**config.mk**
```make
export PLATFORM = sky130hd
export DESIGN_NAME = in32_dev
export DESIGN_NICKNAME = d
export VERILOG_FILES = /design/src/rtl/in32_dev.sv
export SDC_FILE = /design/constraint.sdc
export NUM_CORES = 1
export LEC_CHECK = 0
export ABC_AREA = 1
export CAP_MARGIN = 10
export CELL_PAD_IN_SITES_DETAIL_PLACEMENT = 1
export CELL_PAD_IN_SITES_GLOBAL_PLACEMENT = 2
export CORE_ASPECT_RATIO = 1.2
export CORE_MARGIN = 5
export CORE_UTILIZATION = 35
export DETAILED_ROUTE_END_ITERATION = 7
export PLACE_DENSITY = 0.77
export SLEW_MARGIN = 20
export SYNTH_ARGS = -nofsm -noshare
export SYNTH_HDL_FRONTEND = slang
export SYNTH_SLANG_ARGS = --single-unit
```
**constraint.sdc**
```tcl
create_clock -name clk -period 3.6 [get_ports clk]
set_input_delay 0.72 -clock clk [delete_from_list [all_inputs] [get_ports clk]]
set_output_delay 0.72 -clock clk [all_outputs]
set_load 0.02 [all_outputs]
```
**src/rtl/in32_dev.sv**
```systemverilog
// Bridge-attached 32-bit input port: synchronises and debounces din, latches
// selected edges into a write-1-to-clear pending register and raises a level irq.
module in32_dev #(
    parameter int WIDTH = 32,
    parameter int SYNC_STAGES = 2,
    parameter int DB_W = 16,
    parameter logic [DB_W-1:0] DB_RST = '0
) (
    input  logic             clk,
    input  logic             reset,
    input  logic             we_i,
    input  logic [1:0]       add_i,
    input  logic [31:0]      dat_i,
    output logic [31:0]      dat_o,
    output logic             irq,
    input  logic [WIDTH-1:0] din
);

    // Bus handshake: we_i is a one-cycle store strobe that always completes on the
    // rising edge (no ready/backpressure); dat_o is a side-effect-free read of add_i.
    localparam logic [1:0] ADDR_DATA = 2'd0;
    localparam logic [1:0] ADDR_CTRL = 2'd1;
    localparam logic [1:0] ADDR_PEND = 2'd2;
    localparam logic [1:0] ADDR_DB   = 2'd3;

    logic [SYNC_STAGES-1:0][WIDTH-1:0] sync_q;
    logic [WIDTH-1:0] s;
    logic [WIDTH-1:0] s_prev;
    logic [WIDTH-1:0] stable;
    logic [WIDTH-1:0] pend;
    logic [WIDTH-1:0] pend_next;
    logic [WIDTH-1:0] rise;
    logic [WIDTH-1:0] fall;
    logic [WIDTH-1:0] clr;
    logic [2:0]       ctrl;
    logic [2:0]       ctrl_next;
    logic [DB_W-1:0]  db;
    logic [DB_W-1:0]  cnt;
    logic [DB_W-1:0]  cnt_eff;
    logic             commit;
    logic             unused_dat;

    assign s = sync_q[SYNC_STAGES-1];
    assign unused_dat = ^dat_i;

    // The sample that first shows a new value already counts as one stable clock,
    // which is what makes a clean step land SYNC_STAGES + DB + 1 clocks later.
    always_comb begin
        cnt_eff   = (s == s_prev) ? cnt : '0;
        commit    = (s != stable) && (cnt_eff >= db);
        rise      = commit ? (~stable & s) : '0;
        fall      = commit ? (stable & ~s) : '0;
        ctrl_next = (we_i && add_i == ADDR_CTRL) ? dat_i[2:0] : ctrl;
        clr       = (we_i && add_i == ADDR_PEND) ? dat_i[WIDTH-1:0] : '0;
        // Set terms are ORed after the clear so a same-cycle edge wins.
        pend_next = (pend & ~clr)
                  | (ctrl[1] ? rise : '0)
                  | (ctrl[2] ? fall : '0);
    end

    always_ff @(posedge clk or negedge reset) begin
        if (!reset) begin
            sync_q <= '0;
            s_prev <= '0;
            stable <= '0;
            cnt    <= '0;
            ctrl   <= '0;
            pend   <= '0;
            db     <= DB_RST;
            irq    <= 1'b0;
        end else begin
            sync_q <= {sync_q[SYNC_STAGES-2:0], din};
            s_prev <= s;
            ctrl   <= ctrl_next;
            pend   <= pend_next;
            irq    <= ctrl_next[0] & (|pend_next);
            if (we_i && add_i == ADDR_DB) begin
                db <= dat_i[DB_W-1:0];
            end
            if (s == stable) begin
                cnt <= '0;
            end else if (commit) begin
                stable <= s;
                cnt    <= '0;
            end else begin
                cnt <= cnt_eff + DB_W'(1);
            end
        end
    end

    always_comb begin
        dat_o = '0;
        case (add_i)
            ADDR_DATA: dat_o[WIDTH-1:0] = stable;
            ADDR_CTRL: dat_o[2:0]       = ctrl;
            ADDR_PEND: dat_o[WIDTH-1:0] = pend;
            default:   dat_o[DB_W-1:0]  = db;
        endcase
    end

endmodule
```
# After elaboration in Yosys (flattened, before gate mapping)
# Cells that the tools add are included.
# totals
word_cells,47
out_inout_bits,33
input_bits,69
reg_bits,196
# classes
muxes,12
magnitude_cmp,1
eq_ne,6
bitwise,10
n_reduce_logical,7
addsub,1
# ops
op,n
2-to-1 mux 32 bit,5
bitwise AND 32 bit,3
NOT 32 bit,3
== test 32 bit,2
bitwise OR 32 bit,2
2-to-1 mux 16 bit,3
one-hot mux 13 bit (3 select lines),1
!= test 32 bit,1
one-hot mux 16 bit (2 select lines),1
OR reduction 32 bit,1
adder 16 x 1 -> 16 bit (second input constant),1
>= comparator 16 bit,1
one-hot mux 3 bit (3 select lines),1
== test 2 bit (second input constant),2
logical AND 1 bit,4
== test 2 x 1 -> 1 bit (second input constant),1
logical NOT 2 bit,1
AND reduction 2 bit,1
bitwise AND 1 bit,1
2-to-1 mux 1 bit,1
NOT 1 bit,1

# Depth between registers and ports, before layout
# depth
word_depth,10
mapped_depth,30
depth_no_buf,28

# Least setup slack after synthesis
# OpenSTA, ideal clock, no wires.
# synth_path
path_kind,reg2reg
from,register sync_q (netlist bit s[11])
to,register irq
path_stages_with_launch,29
arrival_ps,2785
setup_ps,126
setup_slack_ps,689
path_cell_list,dfrtp_1 > xnor2_1 > nand2_1 > nor2_1 > nand2_1 > nor2_2 > nand2_2 > buf_6 > inv_6 > nand2_1 > inv_1 > ha_1 > nand2_1 > inv_1 > o21ai_0 > nand2_1 > nor2_1 > nand2_1 > nand2_1 > nand2_1 > buf_2 > nand3_1 > nand2_1 > nor2_1 > nand2_1 > nor2_1 > nand2_1 > nor2_1 > nor2_1
# synth_via
elab_chain_cells,10
elab_cells_between_ends,16
classes_between,order compare: 1; eq/ne: 2; mux: 5; bitwise: 6; reduce/logical: 2
# synth_lines
item,line,text
"start, declared",26,logic [SYNC_STAGES-1:0][WIDTH-1:0] sync_q;
"start signal, assigned",72,"sync_q <= {sync_q[SYNC_STAGES-2:0], din};"
== test 32 bit,49,cnt_eff = (s == s_prev) ? cnt : '0;
2-to-1 mux 16 bit,49,
>= comparator 16 bit,50,commit = (s != stable) && (cnt_eff >= db);
logical AND 1 bit (*),50,
2-to-1 mux 32 bit,51,rise = commit ? (~stable & s) : '0;
2-to-1 mux 32 bit,57,| (ctrl[1] ? rise : '0)
bitwise OR 32 bit,57,
bitwise OR 32 bit (*),58,| (ctrl[2] ? fall : '0);
named net pend_next[10],31,logic [WIDTH-1:0] pend_next;
OR reduction 32 bit (*),76,irq <= ctrl_next[0] & (|pend_next);
bitwise AND 1 bit (*),76,
"end signal, assigned",76,
"end, declared",15,"output logic irq,"
# Mark *: on every way through the listed nets, which the timed path passes. The rest lies on a longest branch.
# A chain may end at the register's enable or synchronous reset.

# Worst setup path in the final report
# layout_path
from,input port add_i[1]
to,output port dat_o[16]
# layout_via
elab_chain_cells,2
elab_cells_between_ends,3
classes_between,eq/ne: 1; mux: 1; reduce/logical: 1
# layout_lines
item,line,text
"start, declared",12,"input logic [1:0] add_i,"
== test 2 bit or logical NOT 2 bit (tied branches),93,case (add_i)
one-hot mux 16 bit (2 select lines) (*),93,
"end, declared",14,"output logic [31:0] dat_o,"
# Mark *: on every way between the ends. The rest lies on a longest branch, timed or not.

==> impl_results.md <==
* Largest net degree at the start of global routing at 68
* Sequential element share of the synthesized area at 0.5161
* Worst hold slack after final layout at 0.2678 ns
* Relative max-transition margin at 0.3275
* Clock root buffer: clkbuf_16
* Total GRT Usage at 0.1798
* Power per Cell Area at 481.3 nW/um^2
* RSZ-0062 raised after global routing: true
* Layout-stage area growth over the synthesis result at 32.94%
* Final critical-path share of the clock period at 0.9731
* Category of the worst setup path launch point: primary input
* Outcome: finished, final reports clean
* Clock Tree Buf Depth at 2
* Remaining antenna violation count after routing at 0
* Number of nets in the synthesized netlist at 1183
* Die Width at 160.4 um
* Util after Layout at 0.4693
* Skew-Pair Late Insertion Delay at 0.45 ns
* CTS H-tree lvls at 4
* GR Overflow Total at 0
* Proportion of power drawn by combinational gates at 0.244
* Number of optimization iterations in the first detailed-route pass at 5
* Endpoint required time on the critical path at 2.88 ns
* Min Clock Period, post-route at 3.503 ns
* Global-route wire length before repair at 43270 um
* Data arrival at the endpoint of the critical path at 2.78 ns
* Final HPWL from detailed placement at 20300 um
* Hold-fix buffer count after cts at 0
* Int Power at 4.060 mW
* Die outline area at 30560 um^2
* Post-synth EDFFs at 0
* DRC violation count after routing at 0
* Detail-routed net length per standard cell at 17.29 um
* Nature of the critical path endpoint: output port
* Vias per cell at 4.799
* Number of instances in the synthesized netlist at 1033
* Fraction of final layout cells sized beyond drive strength 1 at 0.1977
* GP Congestion at 0.7884
* Number of top-level design ports at 102
* CP Max Fanout at 16
* Layout Skew at 0.01392 ns
* Final number of hold-violating endpoints at 0
* Floorplan core area at 26920 um^2
* Final design area excluding fillers at 12630 um^2
* Net switching power at 2.021 mW
* Port bufs at 101
* Placement Rows at 66
* TritonCTS buffer count at 17
* Register share of total power at 0.442
* Leakage at 6.154 nW
* Maximum operating frequency at 285.5 MHz
* Total detailed-routing wirelength at 27210 um
* Clock power frac at 0.314
* Number of diodes added for antenna fixing at 0
* Transition time of the tightest slew-check pin at 1.006 ns
* Synthesized area at 9503 um^2
* DIE HEIGHT at 190.5 um
* Total of warnings raised by yosys at 0
* Count of pins over their slew limit at 0
* Crit path kind: primary input to output port
* Number of unique standard cell types used by synthesis at 39
* Detailed Route Iter0 Violations at 284
* Mapped Avg Cell Area at 9.199 um^2
* Number of global-route vias before repair at 8065
* Initial antenna violation count at 1
* Final setup vio count at 0
* Starting density of the core at 0.3530
* Post-synth top flop: dfrtp_1
* Max capacitance violation total at 0
* CTS tree: built
* Fin nets at 1371
* Switching fraction of total power at 0.3324
* Filler cell count at 3083
* Fraction of registers with async set/reset at 1.000
* Num Clock Sinks at 196
* Classification of the worst-slack hold path: primary input to async pin
* IR drop worst, VDD at 0.2797 mV
* Synthesized flop and latch total at 196
* Total number of vias at 7553
* Post-placement cell area at 11520 um^2
* Worst-path clk slew at 0.08 ns
[final timing paths]
kind,from,to,slack [ns],cells past startpoint
max,add_i[1],dat_o[16],0.1,7
max reg2reg,s[26],irq,0.16,29
max in group asynchronous,reset,stable[17],2.47,2
min in group clk,sync_q[10],s[10],0.35,0
min reg2reg,sync_q[10],s[10],0.35,0
min,reset,cnt[10],0.27,1
[critical path, cell delays in order]
cell and delay, ns:
clkdlybuf4s50_1 0.44, nor2_1 0.24, inv_1 0.10, buf_4 0.22, o21ai_0 0.29, buf_4 0.17, clkdlybuf4s50_1 0.59
[cells in the final DEF (no fill, tap or decap), types with 13 or more instances in the layout]
master / n
o21ai_0: 86
nand3_2: 13
inv_2: 16
nand2_2: 24
nand4_1: 13
buf_4: 92
inv_1: 133
nor2_2: 17
o221ai_1: 13
nand3_1: 44
clkdlybuf4s50_1: 100
a22o_1: 32
clkbuf_16: 18
dfrtp_1: 192
nand2_1: 212
xnor2_1: 17
ha_1: 75
nor2_1: 43
[cells by family (layout without fill, tap and decap cells)]
| logic type | Yosys count | after routing | share of synthesized area |
|---|---|---|---|
| flops | 196 | 196 | 0.5161 |
| compound gates | 155 | 155 | 0.1016 |
| fa+ha+maj | 81 | 81 | 0.1066 |
| buf+inv | 188 | 389 | 0.07781 |
| simple gates | 392 | 392 | 0.1784 |
| xor+xnor | 21 | 21 | 0.01936 |
[power by group through the flow]
| stage | logic (mW) | clock network [mW] | registers, mW |
|---|---|---|---|
| after floorplan | 0.794 | 0 | 2.67 |
| after global placement | 1.39 | 0 | 2.71 |
| after detailed placement | 1.43 | 0 | 2.73 |
| after CTS | 1.44 | 1.98 | 2.68 |
| after global routing | 1.67 | 2.06 | 2.72 |
| final | 1.48 | 1.91 | 2.69 |
[layout make-up]
type | count | area, um^2 | share of cell area
repair buffers | 206 | 1931 | 0.1528
clock buffers | 18 | 429.2 | 0.03397
flip-flops and latches | 196 | 4910 | 0.3886
well taps | 340 | 425.4 | 0.03367
multi-input cells | 649 | 4205 | 0.3329
clock inverters | 14 | 158.9 | 0.01258
inverters | 151 | 574.3 | 0.04546
[synth_stat cells, types with 2 or more instances]
master	number	area share
a21oi_1	14	0.0074
a22o_1	32	0.029
buf_2	9	0.0047
clkbuf_1	25	0.0099
dfrtp_1	196	0.52
ha_1	81	0.11
inv_1	137	0.054
inv_2	12	0.0047
nand2_1	234	0.092
nand2_2	5	0.0033
nand3_1	57	0.030
nand4_1	13	0.0086
nand4_2	2	0.0026
nor2_1	62	0.024
nor2_2	5	0.0033
nor2_4	4	0.0047
nor3_1	2	0.0011
nor4_1	2	0.0013
o2111ai_1	2	0.0018
o21ai_0	88	0.046
o221ai_1	13	0.012
xnor2_1	21	0.019
[flip-flops by register name, indices dropped and copies added, names as in the netlist]
name    cells
pend       32
irq         1
sync_q     32
s          32
cnt        16
s_prev     32
ctrl        3
stable     32
db         16
[routing by layer]
layer / share of wire / global-route usage
met5: 0 / 0
met4: 0.016 / 0.04734
met3: 0.023 / 0.02703
met2: 0.49 / 0.3095
met1: 0.47 / 0.2379
[through the flow]
stage          setup WS, ns  power [mW]  cells  setup TNS (ns)
3_5_place_dp        -0.1409       4.155   1525         -0.1409
6_report            0.09692       6.081   1574               0
4_1_cts            0.004449       6.103   1557               0
5_1_grt            -0.08346       6.451   1574        -0.08346
2_1_floorplan        0.6893       3.469   1033               0
3_3_place_gp       -0.09972       4.099   1525        -0.09972
[repair_timing]
item / 4_1_cts / 5_1_grt
setup buffers: 0 / 17
gates resized for setup: 10 / 84
gates cloned: 0 / 1
setup endpoints to repair: 1 / 1
pin swaps: 0 / 53
No activity file was read; power rests on OpenSTA's default activity.
==> RTL change 1: new RTL, same flow settings <==
The parameter `DB_W` goes from 16 to 14.
--- a/src/rtl/in32_dev.sv
+++ b/src/rtl/in32_dev.sv
@@ -5,3 +5,3 @@
     parameter int SYNC_STAGES = 2,
-    parameter int DB_W = 16,
+    parameter int DB_W = 14,
     parameter logic [DB_W-1:0] DB_RST = '0
Check against the original RTL: not equivalent (a bounded check fails within 4 cycles, from zero or initial values and one cycle with reset low).
==> RTL change 1 against the unedited design <==
Wire length rose by 1.9%; synthesized area fell by 1.9%; clock skew rose by 0.00099 ns; final area fell by 4.8%; count of clock-buffer cells in the layout did not move; cell count rose by 0.57%; sequential cell count fell by 4; setup slack improved by 0.063 ns; power rose by 2.9%; critical path type unchanged.
==> RTL change 1: results (changes against the unedited design) <==
met1_usage_pct: 22.79  # -1.0 points
drive_above_1_share_pct: 12.98  # -6.8 points
synthTopCellsByCount: "nand2_1, dfrtp_1, inv_1, o21ai_0, nor2_1"
leakage_nw: 6.094  # -0.98%
dp.cells: 1536  # +0.72%
irDropWorstVdd_v: 0.0002534  # -9.4%
seqPwrFrac_pct: 43.4  # -0.8 points
grtUsageMet3_pct: 3.391  # +0.69 points
r2r-start: "s[30]$_DFF_PN0_"
fin_skew_ns: 0.01491  # +0.0009859 ns
drt_iter0_drc: 269  # -5.3%
syn_nets: 1220  # +3.1%
min_path_type: "reg -> reg"
synthAdderAreaFrac_pct: 10.60  # -0.064 points
ff2ff_setup_slack_ns: 0.24  # +0.08 ns
place_ws_ns: -0.05904  # +0.08184 ns
grt_pass1_wl_mm: 44.15  # +2.0%
route.met2.wl_mm: 14.18  # +5.9%
synthCells: 1072  # +3.8%
finalNonFillerCells: 1583  # +0.57%
final_nets: 1383  # +0.88%
post-dp-hpwl_mm: 20.09  # -1.0%
cpPeakStageDelay_ns: 0.66  # +0.07 ns
synth-compound-area-share_pct: 9.796  # -0.37 points
cp.arrival_ns: 2.72  # -0.06 ns
first_global_vias: 8276  # +2.6%
power.internal_mw: 4.140  # +2.0%
viasPerCell: 4.789  # -0.20%
use_met2_pct: 32.86  # +1.9 points
antenna_found_initial: 0  # -1
run_status: "completed"
yosysSeqAreaShare_pct: 51.53  # -0.083 points
timing.fmax_ghz: 0.2907  # +1.8%
grt_usage_pct: 18.47  # +0.49 points
post_cts_resized: 4  # -6
tightest_slew_ns: 0.7723  # -0.2339 ns
crit_end: "dat_o[1]"
synth_xor_area_share_pct: 0.2818  # -1.7 points
place_area_sq_um: 11140  # -3.3%
synth.area.top_cells: "dfrtp_1, nand2_1, ha_1"
critPathLaunch: "add_i[0]"
wl_met3_um: 779  # +26%
synth_mux_area_share_pct: 0  # unchanged
rr_worst_depth: 25  # -14%
async_flop_share_pct: 100.0  # unchanged
power_mw: 6.256  # +2.9%
p_comb_share_pct: 26.3  # +1.9 points
routabilityCongestion: 0.7698  # -2.4%
critPathMaxFanout: 50  # +34
dr.pass1.iters: 4  # -1
grt_start_max_net_pins: 91  # +34%
yosysUniqueCellTypes: 26  # -33%
met1_length_mm: 12.25  # -4.1%
ys_dominant_reg_cell: "dfrtp_1"
wl_per_cell_um: 17.52  # +1.4%
-- RTL change 1: cell count changes in the layout (fill, tap and decap cells not counted), moves of 7 or more --
cell / change
inv_1: +17
buf_4: -24
nand3_2: -11
nand3_1: +14
nand2_2: -16
xnor2_1: -17
nor2_1: +18
inv_2: -7
nand2_1: +78
-- RTL change 1: cell type report --
type,count,area (sq um)
clock buffer,18,429.2
clock inverter,14,143.9
fill,3043,14240
inverter,160,603.1
multi-input combinational,685,3900
sequential,192,4807
tap,335,419.2
timing repair buffer,179,1723
-- RTL change 1: how the worst min path moves through the flow --
stage | end | slack, ns | cells past startpoint
floorplan | s[0]$_DFF_PN0_ | 0.33 | 0
global placement | s[0]$_DFF_PN0_ | 0.33 | 0
detailed placement | s[15]$_DFF_PN0_ | 0.34 | 0
CTS | s[31]$_DFF_PN0_ | 0.35 | 0
global route | s[31]$_DFF_PN0_ | 0.35 | 0
finish | s[14]$_DFF_PN0_ | 0.35 | 0
==> RTL change 2: new RTL, same flow settings <==
Made on the original files. Put a register stage on the output `dat_o`, with the module's reset. The value now appears one clock later. The other outputs are not delayed to match.
--- a/src/rtl/in32_dev.sv
+++ b/src/rtl/in32_dev.sv
@@ -24,2 +24,4 @@
     localparam logic [1:0] ADDR_DB   = 2'd3;
+
+    logic [31:0] dat_d;
 
@@ -91,8 +93,8 @@
     always_comb begin
-        dat_o = '0;
+        dat_d = '0;
         case (add_i)
-            ADDR_DATA: dat_o[WIDTH-1:0] = stable;
-            ADDR_CTRL: dat_o[2:0]       = ctrl;
-            ADDR_PEND: dat_o[WIDTH-1:0] = pend;
-            default:   dat_o[DB_W-1:0]  = db;
+            ADDR_DATA: dat_d[WIDTH-1:0] = stable;
+            ADDR_CTRL: dat_d[2:0]       = ctrl;
+            ADDR_PEND: dat_d[WIDTH-1:0] = pend;
+            default:   dat_d[DB_W-1:0]  = db;
         endcase
@@ -100,2 +102,10 @@
 
+    always_ff @(posedge clk or negedge reset) begin
+        if (!reset) begin
+            dat_o <= '0;
+        end else begin
+            dat_o <= dat_d;
+        end
+    end
+
 endmodule
Formal check against the unedited RTL: not equivalent (a bounded check fails within 4 cycles, from zero or initial values and one cycle with reset low).
==> RTL change 2 against the unedited design <==
Sequential cell count grew 32; first-iteration DRC count grew 60%; combinational power shrank 6%; die area grew 7.9%; clock skew grew 0.0036 ns; wire length grew 5.9%; power grew 19%; final area grew 5.5%; setup slack gained 0.14 ns; synthesized area grew 8.4%; critical path depth grew 19; critical path type is now reg -> reg; highest routed layer unchanged.
==> RTL change 2: results (changes against the unedited design) <==
crit_type: "reg -> reg"
synth-compound-area-share_pct: 9.305  # -0.86 points
htreeDepth: 1  # -3
run_status: "completed"
final_nets: 1389  # +1.3%
place_area_sq_um: 12260  # +6.4%
yosysUniqueCellTypes: 35  # -10%
wl_met3_um: 847  # +37%
rr_worst_depth: 26  # -10%
buffers: 182  # -12%
synthAdderAreaFrac_pct: 9.840  # -0.83 points
grt_pass1_wl_mm: 46.81  # +8.2%
r2r-start: "s[3]$_DFF_PN0_"
routabilityCongestion: 0.7774  # -1.4%
synthTopCellsByCount: "nand2_1, dfrtp_1, inv_1, o21ai_0, ha_1"
post-dp-hpwl_mm: 21.42  # +5.6%
place_ws_ns: -0.1698  # -0.02888 ns
first_global_vias: 8575  # +6.3%
clkTransAtPathRegs_ns: 0.06  # -0.02 ns
grt_usage_pct: 17.65  # -0.33 points
route.met2.wl_mm: 14.39  # +7.6%
syn_nets: 1216  # +2.8%
multiInputGateArea_sq_um: 3968  # -5.7%
numCtsBuffers: 26  # +9
viasPerCell: 4.715  # -1.7%
cts_max_path_buffers: 3  # +1
drive_above_1_share_pct: 15.41  # -4.4 points
p_sw_mw: 2.198  # +8.7%
dr.pass1.iters: 4  # -1
synthCells: 1066  # +3.2%
clk_latency_ns: 0.55  # +0.10 ns
clk_share_pct: 6.607  # +2.0 points
max-slew-margin-rel_pct: 46.47  # +14 points
grtUsageMet3_pct: 2.117  # -0.59 points
cts.sinks: 228  # +16%
RTL change 2: power by group through the flow:
stage / logic [mW] / registers, mW / clock network (mW)
3_5_place_dp: 1.40 / 3.21 / 0
4_1_cts: 1.41 / 3.17 / 2.80
5_1_grt: 1.59 / 3.21 / 2.90
6_report: 1.39 / 3.16 / 2.71
2_1_floorplan: 0.711 / 3.18 / 0
3_3_place_gp: 1.36 / 3.19 / 0
RTL change 2: critical path, stage by stage (launching register included):
cell       delay [ns]
dfrtp_1          0.40
xnor2_1          0.16
nand2_1          0.08
nor2_1           0.10
buf_4            0.14
nand2_2          0.06
nor2_4           0.13
nand2_4          0.11
buf_4            0.16
nor2_2           0.11
ha_1             0.24
nand3_1          0.10
buf_4            0.11
nor3_1           0.05
nor2_1           0.10
nand2_1          0.08
nand2_2          0.08
nand2_4          0.09
clkbuf_16        0.19
nand3_1          0.07
nand2_1          0.07
nor2_1           0.12
nand2_1          0.08
nor2_2           0.17
nand2_1          0.10
nor2_1           0.10
nor2_1           0.05
